File: config.mk
export PLATFORM = sky130hd
export DESIGN_NAME = lcd_text_console_flat
export DESIGN_NICKNAME = d
export VERILOG_FILES = /design/src/rtl/lcd_text_pkg.sv /design/src/rtl/lcd_text_console_if.sv /design/src/rtl/lcd_bus_writer.sv /design/src/rtl/lcd_text_console.sv /design/src/flat_wrapper.sv
export SDC_FILE = /design/constraint.sdc
export NUM_CORES = 1
export LEC_CHECK = 0
export BUFFER_PORTS_ARGS = -buffer_cell sky130_fd_sc_hd__buf_2
export CAP_MARGIN = 20
export CORE_ASPECT_RATIO = 1.4
export CORE_MARGIN = 3
export CORE_UTILIZATION = 40
export CTS_CLUSTER_SIZE = 28
export DETAILED_ROUTE_END_ITERATION = 6
export GPL_ROUTABILITY_DRIVEN = 0
export GPL_TIMING_DRIVEN = 1
export PLACE_DENSITY = 0.67
export SYNTH_ARGS = -nofsm -noshare
export SYNTH_HDL_FRONTEND = slang
export SYNTH_SLANG_ARGS = --single-unit
File: constraint.sdc
create_clock -name clk -period 4.2 [get_ports clk]
set_input_delay 0.84 -clock clk [delete_from_list [all_inputs] [get_ports clk]]
set_output_delay 0.84 -clock clk [all_outputs]
set_load 0.03 [all_outputs]
File: src/rtl/lcd_text_pkg.sv
// Shared constants, control codes and FSM encoding
// for the LCD text console.
package lcd_text_pkg;

  localparam int COLS_DEF = 60;
  localparam int ROWS_DEF = 17;

  localparam logic [7:0] CH_BS     = 8'h08;
  localparam logic [7:0] CH_LF     = 8'h0A;
  localparam logic [7:0] CH_FF     = 8'h0C;
  localparam logic [7:0] CH_CR     = 8'h0D;
  localparam logic [7:0] FONT_BASE = 8'h20;
  localparam logic [7:0] CH_LAST   = 8'h7E;

  typedef enum logic [1:0] {
    IDLE,
    CHAR_WR,
    CLR_SCREEN,
    CLR_ROW
  } state_e;

  // Glyph index with bit 7 cleared, copied onto all four byte lanes
  function automatic logic [31:0] glyph_word(input logic [7:0] c);
    logic [7:0] g;
    g    = c - FONT_BASE;
    g[7] = 1'b0;
    return {4{g}};
  endfunction

endpackage

File: src/rtl/lcd_text_console_if.sv
// Byte-input handshake and text-buffer write bus
// of the LCD text console.
interface lcd_text_console_if;
  logic        in_valid;
  logic [7:0]  in_data;
  logic        in_ready;
  logic        select;
  logic [3:0]  wstrb;
  logic [11:0] addr;
  logic [31:0] data_o;
  logic        ready;

  modport master (
    input  in_valid, in_data, ready,
    output in_ready, select, wstrb, addr, data_o
  );

  modport slave (
    output in_valid, in_data, ready,
    input  in_ready, select, wstrb, addr, data_o
  );
endinterface

File: src/rtl/lcd_bus_writer.sv
// Select/ready write engine: single cell writes and
// multi-word clears with a one-cycle gap between words.
module lcd_bus_writer #(
  parameter int RST_WORDS = 255
) (
  input  logic        clk,
  input  logic        rst_n,
  input  logic        char_go_i,
  input  logic [11:0] char_addr_i,
  input  logic [3:0]  char_wstrb_i,
  input  logic [31:0] char_data_i,
  input  logic        clr_go_i,
  input  logic [7:0]  clr_words_i,
  input  logic        ready_i,
  output logic        select_o,
  output logic [11:0] addr_o,
  output logic [3:0]  wstrb_o,
  output logic [31:0] data_o,
  output logic        done_o
);

  logic        sel_q;
  logic        pend_q;
  logic [11:0] addr_q;
  logic [3:0]  wstrb_q;
  logic [31:0] data_q;
  logic [7:0]  left_q;

  // Reset leaves a full-screen clear pending; clear words
  // are raised one cycle after the previous completes.
  always_ff @(posedge clk or negedge rst_n) begin
    if (!rst_n) begin
      sel_q   <= 1'b0;
      pend_q  <= 1'b1;
      addr_q  <= '0;
      wstrb_q <= '0;
      data_q  <= '0;
      left_q  <= 8'(RST_WORDS - 1);
    end else if (char_go_i) begin
      sel_q   <= 1'b1;
      pend_q  <= 1'b0;
      addr_q  <= char_addr_i;
      wstrb_q <= char_wstrb_i;
      data_q  <= char_data_i;
      left_q  <= '0;
    end else if (clr_go_i) begin
      sel_q   <= 1'b0;
      pend_q  <= 1'b1;
      addr_q  <= '0;
      left_q  <= clr_words_i - 8'd1;
    end else if (sel_q && ready_i) begin
      sel_q <= 1'b0;
      if (left_q != 8'd0) begin
        pend_q <= 1'b1;
        addr_q <= addr_q + 12'd4;
        left_q <= left_q - 8'd1;
      end
    end else if (pend_q) begin
      sel_q   <= 1'b1;
      pend_q  <= 1'b0;
      wstrb_q <= 4'hF;
      data_q  <= '0;
    end
  end

  assign select_o = sel_q;
  assign addr_o   = addr_q;
  assign wstrb_o  = wstrb_q;
  assign data_o   = data_q;
  assign done_o   = sel_q & ready_i & (left_q == 8'd0);

endmodule

File: src/rtl/lcd_text_console.sv
// Text console: decodes ASCII bytes into cursor moves
// and character-cell writes on the text buffer bus.
module lcd_text_console
  import lcd_text_pkg::*;
#(
  parameter int COLS = COLS_DEF,
  parameter int ROWS = ROWS_DEF
) (
  input  logic               clk,
  input  logic               rst_n,
  lcd_text_console_if.master bus,
  output logic [5:0]         cursor_col,
  output logic [4:0]         cursor_row,
  output logic               busy
);

  localparam int SCR_WORDS = (COLS * ROWS + 3) / 4;
  localparam int ROW_WORDS = (COLS + 3) / 4;

  state_e      state_q, state_d;
  logic [5:0]  col_q, col_d;
  logic [4:0]  row_q, row_d;
  logic        char_go, clr_go, done;
  logic [7:0]  clr_words;
  logic [11:0] offset;
  logic        printable, last_col, last_row;

  assign printable = (bus.in_data >= FONT_BASE)
                   && (bus.in_data <= CH_LAST);
  assign last_col  = col_q == 6'(COLS - 1);
  assign last_row  = row_q == 5'(ROWS - 1);
  assign offset    = 12'(row_q) * 12'(COLS) + 12'(col_q);

  // State and cursor registers
  always_ff @(posedge clk or negedge rst_n) begin
    if (!rst_n) begin
      state_q <= CLR_SCREEN;
      col_q   <= '0;
      row_q   <= '0;
    end else begin
      state_q <= state_d;
      col_q   <= col_d;
      row_q   <= row_d;
    end
  end

  // Byte decode, cursor advance and clear sequencing
  always_comb begin
    state_d   = state_q;
    col_d     = col_q;
    row_d     = row_q;
    char_go   = 1'b0;
    clr_go    = 1'b0;
    clr_words = 8'(ROW_WORDS);
    unique case (state_q)
      IDLE: begin
        if (bus.in_valid) begin
          unique case (1'b1)
            printable: begin
              char_go = 1'b1;
              state_d = CHAR_WR;
            end
            bus.in_data == CH_LF: begin
              col_d = '0;
              if (last_row) begin
                row_d   = '0;
                clr_go  = 1'b1;
                state_d = CLR_ROW;
              end else begin
                row_d = row_q + 5'd1;
              end
            end
            bus.in_data == CH_CR: col_d = '0;
            bus.in_data == CH_BS: begin
              if (col_q != 6'd0) col_d = col_q - 6'd1;
            end
            bus.in_data == CH_FF: begin
              col_d     = '0;
              row_d     = '0;
              clr_go    = 1'b1;
              clr_words = 8'(SCR_WORDS);
              state_d   = CLR_SCREEN;
            end
            default: ;
          endcase
        end
      end
      CHAR_WR: begin
        if (done) begin
          state_d = IDLE;
          if (!last_col) begin
            col_d = col_q + 6'd1;
          end else begin
            col_d = '0;
            if (last_row) begin
              row_d   = '0;
              clr_go  = 1'b1;
              state_d = CLR_ROW;
            end else begin
              row_d = row_q + 5'd1;
            end
          end
        end
      end
      CLR_SCREEN, CLR_ROW: begin
        if (done) state_d = IDLE;
      end
    endcase
  end

  lcd_bus_writer #(
    .RST_WORDS (SCR_WORDS)
  ) u_writer (
    .clk          (clk),
    .rst_n        (rst_n),
    .char_go_i    (char_go),
    .char_addr_i  (offset),
    .char_wstrb_i (4'b0001 << offset[1:0]),
    .char_data_i  (glyph_word(bus.in_data)),
    .clr_go_i     (clr_go),
    .clr_words_i  (clr_words),
    .ready_i      (bus.ready),
    .select_o     (bus.select),
    .addr_o       (bus.addr),
    .wstrb_o      (bus.wstrb),
    .data_o       (bus.data_o),
    .done_o       (done)
  );

  assign bus.in_ready = state_q == IDLE;
  assign busy         = state_q != IDLE;
  assign cursor_col   = col_q;
  assign cursor_row   = row_q;

endmodule

File: src/flat_wrapper.sv
// flat-port wrapper written by rule: the top's interface ports become plain ports
module lcd_text_console_flat import lcd_text_pkg::*;
#(
  parameter int COLS = COLS_DEF,
  parameter int ROWS = ROWS_DEF
)
  (clk, rst_n, cursor_col, cursor_row, busy, bus_in_valid, bus_in_data, bus_ready, bus_in_ready, bus_select, bus_wstrb, bus_addr, bus_data_o);
  lcd_text_console_if bus_i ();
  input  logic clk;
  input  logic rst_n;
  output logic [5:0] cursor_col;
  output logic [4:0] cursor_row;
  output logic busy;
  input wire logic [$bits(bus_i.in_valid)-1:0] bus_in_valid;
  input wire logic [$bits(bus_i.in_data)-1:0] bus_in_data;
  input wire logic [$bits(bus_i.ready)-1:0] bus_ready;
  output wire logic [$bits(bus_i.in_ready)-1:0] bus_in_ready;
  output wire logic [$bits(bus_i.select)-1:0] bus_select;
  output wire logic [$bits(bus_i.wstrb)-1:0] bus_wstrb;
  output wire logic [$bits(bus_i.addr)-1:0] bus_addr;
  output wire logic [$bits(bus_i.data_o)-1:0] bus_data_o;
  assign bus_i.in_valid = bus_in_valid;
  assign bus_i.in_data = bus_in_data;
  assign bus_i.ready = bus_ready;
  assign bus_in_ready = bus_i.in_ready;
  assign bus_select = bus_i.select;
  assign bus_wstrb = bus_i.wstrb;
  assign bus_addr = bus_i.addr;
  assign bus_data_o = bus_i.data_o;
  lcd_text_console #(.COLS(COLS), .ROWS(ROWS)) u_core (.clk(clk), .rst_n(rst_n), .bus(bus_i), .cursor_col(cursor_col), .cursor_row(cursor_row), .busy(busy));
endmodule
==> metrics.md, run 1 <==
| Metric | Value |
|---|---|
| Die height | between 100 and 150 um |
| Hold Fails Final Rpt | 0 |
| Top achievable clock speed | ~250 MHz |
| Worst Tran Pin Value | 0.652 ns |
| Final period util | 0.937 |
| Seq/Total Area, Yosys | 0.313 |
| Final Setup Violations | 0 |
| Area grow syn2layout | 12.5% |
| Max_cap viols | 0 |
| # DRC | 0 |
| H-tree depth | 2 |
| First-pass GRT wire length | roughly 14,000 um |
| Multiplexer share of the synthesized area | 0.0115 |
| Setup Fix Bufs, Post-CTS | 0 |
| Port bufs | 69 |
| Core Footprint | 0.00903 sq mm |
| Gr usage total | 0.172 |
| Io pins | 74 |
| Worst Reg-to-Reg Cells | 12 |
| Met3 Resource Use GR | 0.0288 |
| Status | complete, no violations |
| Critical path endpoint category | flip-flop |
| CTS tree | built |
| CP endpoint | u_core.u_writer.addr_o[9] |
| Clock-pin slew on the worst setup and hold paths | roughly 0.07 ns |
| Clock sink count | 46 |
| Filler Cell Count | just under 900 |
| Rows | slightly above 40 |
| Fin crit period | 3.94 ns |
| Clk Latency, worst-skew pair | 0.29 ns |
| Syn avg cell area | ~9.4 sq um |
| Register bit total from synthesis | between 40 and 50 |
| CTS resizes | 0 |
| Predominant post-synthesis flop cell | dfrtp_1 |
| Via density | about 5.6 |
| Total Wirelength | 8790 um |
| First drt pass iteration count | 5 |
| Vias in the first global route | about 3.0k |
| Crit path launch type | flip-flop |
| Post-synth EDFFs | 0 |
| Busiest layer in global routing | met2 |
| Routing usage on met2 | 0.303 |
| Req. time, crit path | roughly 4.4 ns |
| Slew Limit Headroom | 0.565 |
| Clock root buffer master | clkbuf_16 |
| GR Layer Usage met1 | 0.195 |
| Worst Path Arrival | around 4.1 ns |
| Post-synthesis xor/xnor area fraction | 0.0519 |
| Final core occ | 0.463 |
| Hold Crit Class | input port to asynchronous set/reset pin |
| CP max FO | 6 |
| Worst r2r dst | u_core.u_writer.addr_o[9] |
| Synth Area in Compound Gates | 0.206 |
| Die area | approximately 0.010 sq mm |
| Initial drt markers | between 150 and 200 |
| Setup Crit Path Kind | flip-flop to flip-flop |
| Largest family of logic cells by synthesized area | compound AO/OA/AOI/OAI gates |
| Largest net degree at the start of global routing | 47 |
| RSZ-0062 raised after global routing | no |
| Initial antenna violation count | 0 |
| Initial cell density of the core | 0.411 |
| Layout cell share with drive strength beyond 1 | 0.259 |
| DR WL/cell | roughly 16 um |
| CP startpoint | u_core.cursor_row[0] |
| Area share of and/or/nand/nor cells after synthesis | 0.191 |
| Yosys cell types | 74 |
| Clock buffer depth | 2 |
| Nets | 494 |
| Hold_buf cts | 0 |
| FF-to-FF setup slack | ~0.26 ns |
| Worst Skew | 0.00496 ns |
| Synthesized area | 0.00371 sq mm |
| Post-Synth Adder-Cell Area | 0.134 |
| Max Slew Vio Count | 0 |
| Die width | just under 90 um |
| R2r startpoint | u_core.cursor_row[0] |
| HPWL Detailed | between 6000 and 7000 um |
| Syn. warnings | 0 |
| Final antenna-violating net count | 0 |
| Vias | approximately 3.1k |
| Antenna cells | 0 |
| Setup TNS | 0 ns |
| Post-synthesis cell count | slightly below 400 |
| CTS buffer count | 5 |
| GR Overflow Total | 0 |
| Ys async rst share | 1.00 |
-- worst max-delay path, cell delays in order, from the launching register on --
cell      delay [ns]
dfrtp_1         0.46
fa_1            0.54
fa_1            0.52
inv_1           0.06
fa_1            0.51
inv_1           0.04
ha_1            0.33
a21o_1          0.13
a31o_2          0.11
nor4b_1         0.38
a21boi_0        0.20
o32a_1          0.36
o22a_1          0.18
-- final cells by class --
type | instances | area (sq um) | area share
Clock buffer | 6 | 129 | 0.0309
Clock inverter | 2 | 37.5 | 0.00899
Inverter | 26 | 97.6 | 0.0234
Multi-Input combinational cell | 294 | 2220 | 0.532
Sequential cell | 46 | 1160 | 0.278
Tap cell | 107 | 134 | 0.0321
Timing Repair Buffer | 74 | 395 | 0.0947
-- synthesized netlist by cell type, types with 5 or more instances --
cell type / instances / area (sq um)
o21ai_0: 15 / 75.1
dfrtp_1: 37 / 926
nand2_1: 25 / 93.8
nor2_1: 26 / 97.6
a22o_1: 6 / 52.6
or2_2: 5 / 31.3
o21ai_1: 5 / 25.0
nand3_1: 11 / 55.1
a21oi_1: 15 / 75.1
nor3_1: 6 / 30.0
xor2_1: 6 / 52.6
fa_1: 8 / 160
ha_1: 27 / 338
nand4_1: 8 / 50.1
o22ai_1: 9 / 56.3
inv_1: 26 / 97.6
xnor2_1: 16 / 140
dfstp_2: 9 / 236
buf_4: 26 / 195
nor2b_1: 12 / 75.1
-- cell families after synthesis --
| family | after synthesis |
|---|---|
| simple gates | 126 |
| xor+xnor | 22 |
| fa+ha+maj | 35 |
| buf+inv | 60 |
| other cells | 1 |
| compound gates | 104 |
| flops | 46 |
| mux | 3 |
-- flip-flops by register name, indices dropped and copies added, names as in the netlist, 2 cells and up --
name	count
u_core.u_writer.data_o	7
u_core.cursor_row	5
u_core.u_writer.addr_o	12
u_core.u_writer.left_q	8
u_core.u_writer.wstrb_o	4
u_core.state_q	2
u_core.cursor_col	6
-- cell usage in the layout, fill, tap and decap left out, types with 4 or more instances in the layout --
cell	count
clkbuf_16	5
a21oi_1	15
nor2_1	26
dfstp_2	9
nor3b_1	4
xor2_1	6
o31ai_1	4
o22ai_1	9
conb_1	4
ha_1	27
fa_1	8
nor3_1	6
nand3_1	11
a22o_1	6
a21o_1	4
dfrtp_1	37
nand4_1	8
a31o_2	4
xnor2_1	16
o21ai_1	5
nand2b_1	4
nor2b_1	12
o21ai_0	15
buf_2	69
inv_1	26
or2_2	5
nand2_1	25
buf_4	4
-- how the worst min path moves through the flow --
stage,startpoint,end,slack [ns],cells past startpoint
after floorplan,u_core.u_writer.left_q[2],u_core.u_writer.left_q[2],0.46,2
after global placement,u_core.u_writer.wstrb_o[1],u_core.u_writer.wstrb_o[1],0.47,1
after detailed placement,u_core.u_writer.wstrb_o[2],u_core.u_writer.wstrb_o[2],0.48,1
after CTS,u_core.u_writer.wstrb_o[2],u_core.u_writer.wstrb_o[2],0.50,1
after global routing,rst_n,u_core.u_writer.addr_o[3],0.42,1
final,rst_n,u_core.u_writer.addr_o[3],0.42,1
-- metal layers --
layer	vias to the layer above	wire, um
li1	1507	-
met1	1497	3560
met2	100	4460
met3	15	553
met4	0	214
met5	-	0
-- per-stage QoR --
step	setup slack, ns	std cells	area (sq um)	hold slack, ns
finish	0.264	555	4180	0.416
CTS	0.251	554	4160	0.496
detailed placement	0.269	546	3990	0.481
floorplan	0.351	400	3720	0.464
global placement	0.373	546	3990	0.472
global route	0.0481	555	4180	0.424
Power of run 1 is left out: the tool's default activity adds up to more than one toggle a clock period on the data nets, which glitch-free logic cannot reach.
==> run 2: changes to the inputs <==
Settings changed: PLACE_DENSITY 0.67 to 0.66, SYNTH_HIERARCHICAL set to 1.
Clock period 4.2 ns to 4.63 ns, I/O delays scaled along.
==> run 2 against run 1 <==
Cell count rose by 26%. Global-route usage rose by 1.6 points. Clock skew rose by 0.0044 ns. Die area rose by 23%. Non-clock buffer count rose by 7. Worst setup slack improved by 0.43 ns. Hold slack improved by 0.0039 ns. Clock-buffer cell count rose by 5. First-iteration DRC count rose by 24%. Design area rose by 33%.
==> metrics.md, run 2 <==
| Metric | Value |
|---|---|
| Die height | ~130 um |
| # DRC | 0 |
| Req. time, crit path | 4.86 ns |
| Largest net degree at the start of global routing | 50 |
| Post-synthesis xor/xnor area fraction | 0.0358 |
| Worst Path Arrival | 4.16 ns |
| Pwr/cell area | about 600 mW/mm^2 |
| CP max FO | 8 |
| Max FFs per register | 32 |
| Clock root buffer master | clkbuf_16 |
| Hold Fails Final Rpt | 0 |
| Port bufs | 73 |
| Final core occ | 0.501 |
| H-tree depth | 3 |
| Clock buffer depth | 2 |
| Critical path endpoint category | flip-flop |
| Max_cap viols | 0 |
| Peak supply drop | around 0.37 mV |
| Register bit total from synthesis | roughly 70 |
| Clock-pin slew on the worst setup and hold paths | ~0.060 ns |
| Worst Skew | 0.00938 ns |
| Count leader, synth | dfrtp_1 |
| Final antenna-violating net count | 0 |
| Fin crit period | 3.93 ns |
| Commonest cells after routing, fill and taps aside | buf_2 (73), dfrtp_1 (62), a22o_1 (35) |
| Initial cell density of the core | 0.418 |
| Clk Latency, worst-skew pair | roughly 0.33 ns |
| Nets | 602 |
| Setup slack after layout | 0.698 ns |
| Setup Crit Path Kind | flip-flop to flip-flop |
| RSZ-0062 raised after global routing | no |
| Via density | between 5 and 6 |
| Core Footprint | ~0.011 sq mm |
| Hold Crit Class | input port to asynchronous set/reset pin |
| First drt pass iteration count | 5 |
| Post-Synth Adder-Cell Area | 0.107 |
| Largest family of logic cells by synthesized area | compound AO/OA/AOI/OAI gates |
| Synth area leaders | dfrtp_1 (33%), ha_1 (7.3%), a22o_1 (6.6%) |
| CTS resizes | 0 |
| Commonest non-fill, non-tap cell in the layout | buf_2 |
| CTS buffer count | 9 |
| Setup TNS | 0 ns |
| Vias | between 4k and 5k |
| GR Overflow Total | 0 |
| Gr usage total | 0.188 |
| Hold_buf cts | 0 |
| Post-synth EDFFs | 0 |
| Crit path launch type | flip-flop |
| Worst Setup Slack post-DPL | between 0.6 and 0.7 ns |
| Final Setup Violations | 0 |
| Worst Tran Pin Value | about 1.0 ns |
| Post-synth top area share | 0.334 |
| Seq/Total Area, Yosys | 0.385 |
| Layout cell share with drive strength beyond 1 | 0.221 |
| Total Wirelength | 11,900 um |
| Post-synthesis cell count | 471 |
| Lkg Pwr | roughly 2.6 nW |
| Syn. warnings | 6 |
| Die width | 97.0 um |
| Slew Limit Headroom | 0.327 |
| Die area | around 0.013 sq mm |
| Initial drt markers | about 230 |
| CTS tree | built |
| Final period util | 0.849 |
| Clock sink count | 71 |
| HPWL Detailed | ~8500 um |
| Top achievable clock speed | approximately 250 MHz |
| First-pass GRT wire length | ~20,000 um |
| Rows | 45 |
| Predominant post-synthesis flop cell | dfrtp_1 |
| Post-synth top area cell | dfrtp_1 |
| Setup Fix Bufs, Post-CTS | 0 |
| Commonest cells in the netlist | dfrtp_1 (62), a22o_1 (35), inv_1 (32), ha_1 (27), nor2_1 (27) |
| Area share of and/or/nand/nor cells after synthesis | 0.159 |
| Ys async rst share | 1.00 |
| Initial antenna violation count | 0 |
| Max Slew Vio Count | 0 |
| Status | complete, no violations |
| DR WL/cell | roughly 17 um |
| Synth Area in Compound Gates | 0.235 |
| Antenna cells | 0 |
| Io pins | 74 |
| Synthesized area | approximately 0.0046 sq mm |
| Vias in the first global route | between 4k and 5k |
| Yosys cell types | between 70 and 80 |
| Area grow syn2layout | 19.8% |
| Multiplexer share of the synthesized area | 0.0248 |
| Syn avg cell area | roughly 9.9 sq um |
-- run 2: cell count changes in the layout (fill, tap and decap cells not counted), moves of 7 or more --
cell / change
a22o_1: +29
dfrtp_1: +25
conb_1: +14
nor3_1: +8
o31ai_1: +8
a2bb2oi_1: +7
mux2i_1: +7
nor2b_1: -7
o22ai_1: -7
-- run 2: power by group --
part | leakage, nW | internal, mW | switching (mW)
registers | 0.896 | 0.866 | 0.232
logic | 1.58 | 0.483 | 0.922
clock network | 0.166 | 0.542 | 0.266
-- run 2: per-layer routing --
layer	up-vias	routed length, um	track usage
li1	1904	-	-
met1	1971	5090	0.232
met2	143	5920	0.320
met3	25	678	0.0466
met4	0	231	0.0656
met5	-	0	0
-- run 2: worst paths after layout --
| kind | to | startpoint | slack, ns | depth (start not counted) |
|---|---|---|---|---|
| worst min-delay path | u_core/u_writer/data_o[23] | rst_n | 0.42 | 1 |
| worst max register to register | u_core/u_writer/addr_o[10] | u_core/cursor_row[2] | 0.70 | 13 |
| worst max-delay path | u_core/u_writer/addr_o[10] | u_core/cursor_row[2] | 0.70 | 13 |
| max in group asynchronous | u_core/u_writer/data_o[16] | rst_n | 3.32 | 3 |
| min in group clk | u_core/u_writer/data_o[19] | u_core/u_writer/data_o[19] | 0.49 | 1 |
| worst min register to register | u_core/u_writer/data_o[19] | u_core/u_writer/data_o[19] | 0.49 | 1 |
-- run 2: kinds of logic after synthesis --
family,count (synthesis)
adders and majority gates,35
muxes,11
xor gates and xnor gates,19
other,2
and+or+nand+nor,133
DFF,71
AOI/OAI and AO/OA,143
buffers and inverters,57
-- run 2: final cells by class --
class / count / area [sq um]
clock buffer: 11 / 243
clock inverter: 5 / 106
fill: 1044 / 5530
inverter: 33 / 124
multi-input combinational: 359 / 2690
sequential: 71 / 1790
tap: 141 / 176
timing repair buffer: 81 / 438
-- run 2: critical path, stage by stage (launching register included) --
cell and delay [ns]:
dfrtp_1 0.50, inv_1 0.20, fa_1 0.51, fa_1 0.52, inv_1 0.05, ha_1 0.33
o21ai_0 0.11, or4b_2 0.61, o2111ai_1 0.17, nand4_1 0.15, xnor2_1 0.15, and2_1 0.17
a2bb2oi_1 0.15, o22a_1 0.22
-- run 2: stage by stage --
stage | cell area, sq um | power (mW) | cells | hold WS, ns
global route | 5560 | 3.51 | 701 | 0.409
finish | 5560 | 3.31 | 701 | 0.420
floorplan | 4700 | 2.09 | 487 | 0.511
CTS | 5540 | 3.33 | 700 | 0.493
global placement | 5190 | 2.47 | 684 | 0.474
detailed placement | 5190 | 2.50 | 684 | 0.475
No activity file was read; power rests on OpenSTA's default activity.
